--- src/rtl/pipelined_control_unit.sv ---
// -----------------------------------------------------------------------------
// pipelined_control_unit
//
// Control unit for a five-stage MIPS pipeline. It decodes the ID-stage opcode
// into a control bundle and carries the bundle through three registered stages:
// ID/EX, EX/MEM and MEM/WB. The destination register is resolved at decode
// (rd, rt or LINK_REG) and travels with the bundle.
//
// Ports:
//   i_clock, i_reset            clock (rising edge), asynchronous active-low reset
//   i_valid                     ID stage holds a real instruction
//   i_instruction_opcode        ID opcode
//   i_rs, i_rt, i_rd            ID register fields
//   i_flush                     kill the ID instruction (taken branch/jump in EX)
//   o_stall                     combinational load-use stall request
//   o_ex_*                      EX-stage controls (ID/EX register)
//   o_mem_*                     MEM-stage controls (EX/MEM register)
//   o_wb_*                      WB-stage controls (MEM/WB register)
// -----------------------------------------------------------------------------
module pipelined_control_unit #(
    parameter int NB_ADDR           = 5,
    parameter int NB_OPCODE         = 6,
    parameter int NB_ALU_OP_SEL     = 2,
    parameter int NB_LOAD_STORE_SEL = 2,
    parameter int LINK_REG          = 31
) (
    input  logic                         i_clock,
    input  logic                         i_reset,
    input  logic                         i_valid,
    input  logic [NB_OPCODE-1:0]         i_instruction_opcode,
    input  logic [NB_ADDR-1:0]           i_rs,
    input  logic [NB_ADDR-1:0]           i_rt,
    input  logic [NB_ADDR-1:0]           i_rd,
    input  logic                         i_flush,
    output logic                         o_stall,
    output logic [NB_ALU_OP_SEL-1:0]     o_ex_alu_operation,
    output logic                         o_ex_alu_data_src,
    output logic                         o_ex_signed_operation,
    output logic                         o_ex_inmediate_operation,
    output logic                         o_ex_branch,
    output logic                         o_ex_jump,
    output logic                         o_ex_illegal,
    output logic                         o_mem_rd_enb,
    output logic                         o_mem_wr_enb,
    output logic [NB_LOAD_STORE_SEL-1:0] o_mem_load_store_sel,
    output logic                         o_wb_rf_wr_enb,
    output logic                         o_wb_rf_wr_data_src,
    output logic [NB_ADDR-1:0]           o_wb_rf_wr_addr,
    output logic                         o_wb_link
);

    // Control consumed in EX only.
    typedef struct packed {
        logic [NB_ALU_OP_SEL-1:0] alu_op;
        logic                     alu_src;
        logic                     signed_op;
        logic                     imm_op;
        logic                     branch;
        logic                     jump;
        logic                     illegal;
    } ex_ctrl_t;

    // Control consumed in MEM.
    typedef struct packed {
        logic                         rd;
        logic                         wr;
        logic [NB_LOAD_STORE_SEL-1:0] ls_sel;
    } mem_ctrl_t;

    // Control consumed in WB.
    typedef struct packed {
        logic               wr;
        logic               src;
        logic [NB_ADDR-1:0] addr;
        logic               link;
    } wb_ctrl_t;

    typedef struct packed {
        ex_ctrl_t  ex;
        mem_ctrl_t mem;
        wb_ctrl_t  wb;
    } ctrl_t;

    typedef struct packed {
        mem_ctrl_t mem;
        wb_ctrl_t  wb;
    } ex_mem_t;

    // Halfword accesses end in 01, byte accesses in 00; word and the rest use 00.
    function automatic logic [NB_LOAD_STORE_SEL-1:0] ls_size(input logic [NB_OPCODE-1:0] op);
        logic [NB_LOAD_STORE_SEL-1:0] sel;
        case (op[1:0])
            2'b01:   sel = 2'b10;
            2'b00:   sel = 2'b01;
            default: sel = 2'b00;
        endcase
        return sel;
    endfunction

    ctrl_t    dec_s;
    ctrl_t    id_ex_next_s;
    logic     reads_rs_s;
    logic     reads_rt_s;
    logic     hazard_s;
    ctrl_t    id_ex_r;
    ex_mem_t  ex_mem_r;
    wb_ctrl_t mem_wb_r;

    // Opcode decode into a control bundle plus which source fields are read.
    always_comb begin
        dec_s      = '0;
        reads_rs_s = 1'b0;
        reads_rt_s = 1'b0;
        casez (i_instruction_opcode)
            6'b0000??: begin // R-type
                dec_s.wb.wr   = 1'b1;
                dec_s.wb.addr = i_rd;
                reads_rs_s    = 1'b1;
                reads_rt_s    = 1'b1;
            end
            6'b100???: begin // signed (1000??) and unsigned (1001??) loads
                dec_s.ex.alu_op  = 2'b01;
                dec_s.ex.alu_src = 1'b1;
                dec_s.mem.rd     = 1'b1;
                dec_s.mem.ls_sel = ls_size(i_instruction_opcode);
                dec_s.wb.wr      = 1'b1;
                dec_s.wb.src     = 1'b1;
                dec_s.wb.addr    = i_rt;
                reads_rs_s       = 1'b1;
            end
            6'b1010??: begin // stores
                dec_s.ex.alu_op    = 2'b01;
                dec_s.ex.alu_src   = 1'b1;
                dec_s.ex.signed_op = 1'b1;
                dec_s.mem.wr       = 1'b1;
                dec_s.mem.ls_sel   = ls_size(i_instruction_opcode);
                reads_rs_s         = 1'b1;
                reads_rt_s         = 1'b1;
            end
            6'b1011??: begin // branches
                dec_s.ex.alu_op = 2'b10;
                dec_s.ex.branch = 1'b1;
                reads_rs_s      = 1'b1;
                reads_rt_s      = 1'b1;
            end
            6'b111???: begin // ALU immediates
                dec_s.ex.alu_src = 1'b1;
                dec_s.ex.imm_op  = 1'b1;
                dec_s.wb.wr      = 1'b1;
                dec_s.wb.addr    = i_rt;
                reads_rs_s       = 1'b1;
            end
            6'b110010: begin // J
                dec_s.ex.jump = 1'b1;
            end
            6'b110001: begin // JR
                dec_s.ex.jump = 1'b1;
                reads_rs_s    = 1'b1;
            end
            6'b011001: begin // JAL
                dec_s.ex.jump = 1'b1;
                dec_s.wb.wr   = 1'b1;
                dec_s.wb.addr = NB_ADDR'(LINK_REG);
                dec_s.wb.link = 1'b1;
            end
            6'b011011: begin // JALR
                dec_s.ex.jump = 1'b1;
                dec_s.wb.wr   = 1'b1;
                dec_s.wb.addr = i_rd;
                dec_s.wb.link = 1'b1;
                reads_rs_s    = 1'b1;
            end
            default: begin
                dec_s.ex.illegal = 1'b1;
            end
        endcase
    end

    // Load-use detection against the load sitting in EX; flush masks the stall
    // because the ID instruction is being discarded anyway.
    always_comb begin
        hazard_s = 1'b0;
        if (i_valid && !i_flush && id_ex_r.mem.rd && (id_ex_r.wb.addr != '0)) begin
            hazard_s = (reads_rs_s && (i_rs == id_ex_r.wb.addr)) ||
                       (reads_rt_s && (i_rt == id_ex_r.wb.addr));
        end else begin
            hazard_s = 1'b0;
        end
    end

    // Bubble selection for the ID/EX input.
    always_comb begin
        id_ex_next_s = '0;
        if (!i_valid || i_flush || hazard_s) begin
            id_ex_next_s = '0;
        end else begin
            id_ex_next_s = dec_s;
        end
    end

    // Pipeline registers: ID/EX, EX/MEM, MEM/WB.
    always_ff @(posedge i_clock or negedge i_reset) begin
        if (!i_reset) begin
            id_ex_r  <= '0;
            ex_mem_r <= '0;
            mem_wb_r <= '0;
        end else begin
            id_ex_r      <= id_ex_next_s;
            ex_mem_r.mem <= id_ex_r.mem;
            ex_mem_r.wb  <= id_ex_r.wb;
            mem_wb_r     <= ex_mem_r.wb;
        end
    end

    assign o_stall                  = hazard_s;
    assign o_ex_alu_operation       = id_ex_r.ex.alu_op;
    assign o_ex_alu_data_src        = id_ex_r.ex.alu_src;
    assign o_ex_signed_operation    = id_ex_r.ex.signed_op;
    assign o_ex_inmediate_operation = id_ex_r.ex.imm_op;
    assign o_ex_branch              = id_ex_r.ex.branch;
    assign o_ex_jump                = id_ex_r.ex.jump;
    assign o_ex_illegal             = id_ex_r.ex.illegal;
    assign o_mem_rd_enb             = ex_mem_r.mem.rd;
    assign o_mem_wr_enb             = ex_mem_r.mem.wr;
    assign o_mem_load_store_sel     = ex_mem_r.mem.ls_sel;
    assign o_wb_rf_wr_enb           = mem_wb_r.wr;
    assign o_wb_rf_wr_data_src      = mem_wb_r.src;
    assign o_wb_rf_wr_addr          = mem_wb_r.addr;
    assign o_wb_link                = mem_wb_r.link;

endmodule

--- config.mk ---
export PLATFORM = sky130hd
export DESIGN_NAME = pipelined_control_unit
export DESIGN_NICKNAME = d
export VERILOG_FILES = /design/src/rtl/pipelined_control_unit.sv
export SDC_FILE = /design/constraint.sdc
export NUM_CORES = 1
export LEC_CHECK = 0
export ABC_CLOCK_PERIOD_IN_PS = 2000
export CORE_MARGIN = 2
export CORE_UTILIZATION = 46
export DETAILED_ROUTE_END_ITERATION = 10
export PLACE_DENSITY = 0.88
export SLEW_MARGIN = 15
export SYNTH_ARGS = -nofsm -noshare
export SYNTH_HDL_FRONTEND = slang
export SYNTH_SLANG_ARGS = --single-unit
--- constraint.sdc ---
create_clock -name i_clock -period 2 [get_ports i_clock]
set_input_delay 0.2 -clock i_clock [delete_from_list [all_inputs] [get_ports i_clock]]
set_output_delay 0.2 -clock i_clock [all_outputs]
set_load 0.02 [all_outputs]
==> metrics.cfg, run 1 <==
[logic_synthesis]
ys_warn_count = 0
synth_async_sr_flop_share_pct = 100
synth_largest_area_cell = dfrtp_1
synthTopCellsByArea = dfrtp_1 61%, xnor2_1 5.2%, a221oi_1 2.9%
synthCells = 124
synth_fp_nets = 149
yosysSeqAreaShare_pct = 61.2
ys_types = 35
synth_edf_count = 0
ys_seq_elements = 37
synth_top_area_share_pct = 61.2
synth_area_per_cell_sq_um = 12.2
synth_area_sq_mm = 0.00151
synth_ff_type = dfrtp_1

[layout]
syn_to_final_growth_pct = 50.5
layout_commonest_cell = clkdlybuf4s50_1
mostFrequentLayoutCells = 44 x clkdlybuf4s50_1, 37 x dfrtp_1, 22 x buf_4
layout-drive-gt1-share_pct = 20.6
diodes = 0
fin_util_pct = 73.4
design.final.nets = 213

[clocking]
htreeDepth = 2
insertion_delay_ns = 0.35
cts.clk_slew.worst_paths_ns = 0.12
hold_buffers = 0
cts_tree = built
cts_buffers = 5
max-clock-path-buffers = 2
cts_sinks = 37
cts_root_buf = clkbuf_4
cts_setup_buffers = 0

[floorplanning]
die_h_um = 61.3
dieArea_sq_mm = 0.00376
start_util_pct = 48.8
fp.coreArea_sq_mm = 0.00310
io_pins = 46
rows = 20
die_w_um = 61.3

[placement]
place.detailed.hpwl_um = 2510
numPortBuffers = 45
place_ws_ns = -0.436
gp_congestion = 0.872

[route]
drc = 0
drt_wl_total_um = 3520
drt_iter0_drc = 87
dr.pass1.iters = 4
wl_per_cell_um = 15.1
ant_nets = 0
vias = 1266
viasPerCell = 5.43

[worst_setup_path]
crit_chain = xnor2_1 -> nand4_1 -> or4_4 -> a21oi_4 -> buf_6
crit_fanout = 3
worst-r2r-cell-count = 6
worst-path-buf-inv = 1
cp_top_family = simple AND/OR/NAND/NOR gates
slowest_delay_ns = 0.46
cp-end-kind = output pin
start_kind = flip-flop
cp.arrival_ns = 1.96
cp_slowest_cell = or4_4
critical_path_class = reg -> out
worstPathRequired_ns = 1.80
crit_cells = 5

[pwr]
power_density_mw_per_mm2 = 709
p_leak_uw = 0.000993
ir_worst_vdd_uv = 327

[run_status]
status = finished, violations left
violations = setup timing

[timing]
fin_ws_ns = -0.156
final.min_clock_period_ns = 2.16
hold_viol = 0
whs_ns = 0.255
fmax_ghz = 0.464
rsz0062_at_grt = yes
clock_skew_ns = 0.0182
tightest_slew_ns = 0.651
max-slew-margin-rel_pct = 56.2
drv_slew = 0
setup_viol = 1
fin_crit_sh_pct = 108

[global_routing]
antenna_found_initial = 0
grt_pass1_vias = 1180
grt_pass1_wl_um = 5570
grt_usage_pct = 21.0
grt_max_degree = 38
grt-ovfl-total = 0

[worst_hold_path]
min_path_type = in -> async

[run]
maxCapViolations = 0

[worst reg2reg max path, stage by stage (launching register included)]
cell and delay [ns]:
dfrtp_1 0.43, xnor2_1 0.25, nand4_1 0.15, or4_4 0.46, a21oi_4 0.18, buf_4 0.28
nor3_1 0.09
[synth_stat cells, types with 3 or more instances]
cell,n
a21oi_1,3
xnor2_1,9
nor2_1,5
nand2_1,8
nor3_1,7
a221oi_1,5
nor4_1,5
nand2b_1,6
nand4_1,4
dfrtp_1,37
buf_4,4
[power by group]
group          total [uW]  internal (uW)  switching (uW)
clock                 633            387             246
combinational         212            110             102
sequential            769            763            6.27
total                1610           1260             355
[metal layers]
metal / vias to the layer above / track usage (%) / wire length [um]
li1: 573 / - / -
met1: 595 / 24.5 / 1340
met2: 84 / 35.9 / 1780
met3: 14 / 5.88 / 281
met4: 0 / 10.0 / 116
met5: - / 0 / 0
[area by class of cell]
class / count / area [sq um]
Clock buffer: 5 / 37.5
Tap cell: 44 / 55.1
Multi-Input combinational cell: 76 / 573
Clock inverter: 3 / 65.1
Inverter: 1 / 3.75
Timing Repair Buffer: 67 / 617
Sequential cell: 37 / 926
Fill cell: 207 / 826
[timing repair]
item	4_1_cts	5_1_grt
setup endpoints to repair	3	5
resized for setup	8	6
pin swaps	2	7
gates cloned	0	0
[state kept, by name, summed over array words and instances, names as in the netlist]
name                      flops
o_wb_rf_wr_data_src           1
o_ex_branch                   1
o_ex_jump                     1
o_mem_wr_enb                  1
o_ex_alu_operation            2
o_wb_rf_wr_addr               5
o_wb_rf_wr_enb                1
o_ex_signed_operation         1
o_mem_load_store_sel          2
o_ex_illegal                  1
o_ex_alu_data_src             1
o_mem_rd_enb                  1
o_ex_inmediate_operation      1
id_ex_r                      10
o_wb_link                     1
ex_mem_r                      7
[cells by family after synthesis]
logic type / count (synthesis) / synth area share, %
and+or+nand+nor: 45 / 16.9
xor gates and xnor gates: 11 / 6.37
AOI/OAI and AO/OA: 20 / 10.7
buffers and inverters: 11 / 4.88
DFF: 37 / 61.2
[stage by stage]
| step | area [sq um] | cells | setup TNS (ns) | total power, uW |
|---|---|---|---|---|
| 2_1_floorplan | 1510 | 124 | 0 | 861 |
| 3_3_place_gp | 2110 | 225 | -0.706 | 976 |
| 3_5_place_dp | 2110 | 225 | -1.23 | 984 |
| 4_1_cts | 2230 | 233 | -0.0638 | 1620 |
| 5_1_grt | 2280 | 233 | -0.611 | 1680 |
| 6_report | 2280 | 233 | -0.156 | 1610 |
[worst paths after layout]
path / from / end / slack, ns
max in group asynchronous: i_reset / o_ex_jump / 1.42
hold reg to reg: id_ex_r[9] / o_mem_load_store_sel[1] / 0.36
setup / recovery: id_ex_r[1] / o_stall / -0.16
min in group i_clock: id_ex_r[9] / o_mem_load_store_sel[1] / 0.36
setup reg to reg: id_ex_r[1] / id_ex_r[0] / 0.01
hold / removal: i_reset / o_mem_rd_enb / 0.25
(Power assumes the default switching activity.)
==> inputs of run 2 (changes only) <==
--- a/config.mk
+++ b/config.mk
@@ -6,6 +6,7 @@
 export NUM_CORES = 1
 export LEC_CHECK = 0
 export ABC_CLOCK_PERIOD_IN_PS = 2000
+export CAP_MARGIN = 10
 export CORE_MARGIN = 2
 export CORE_UTILIZATION = 46
 export DETAILED_ROUTE_END_ITERATION = 10
==> results of run 2 <==
The final DEF is identical to that of run 1; final timing and power are the same.
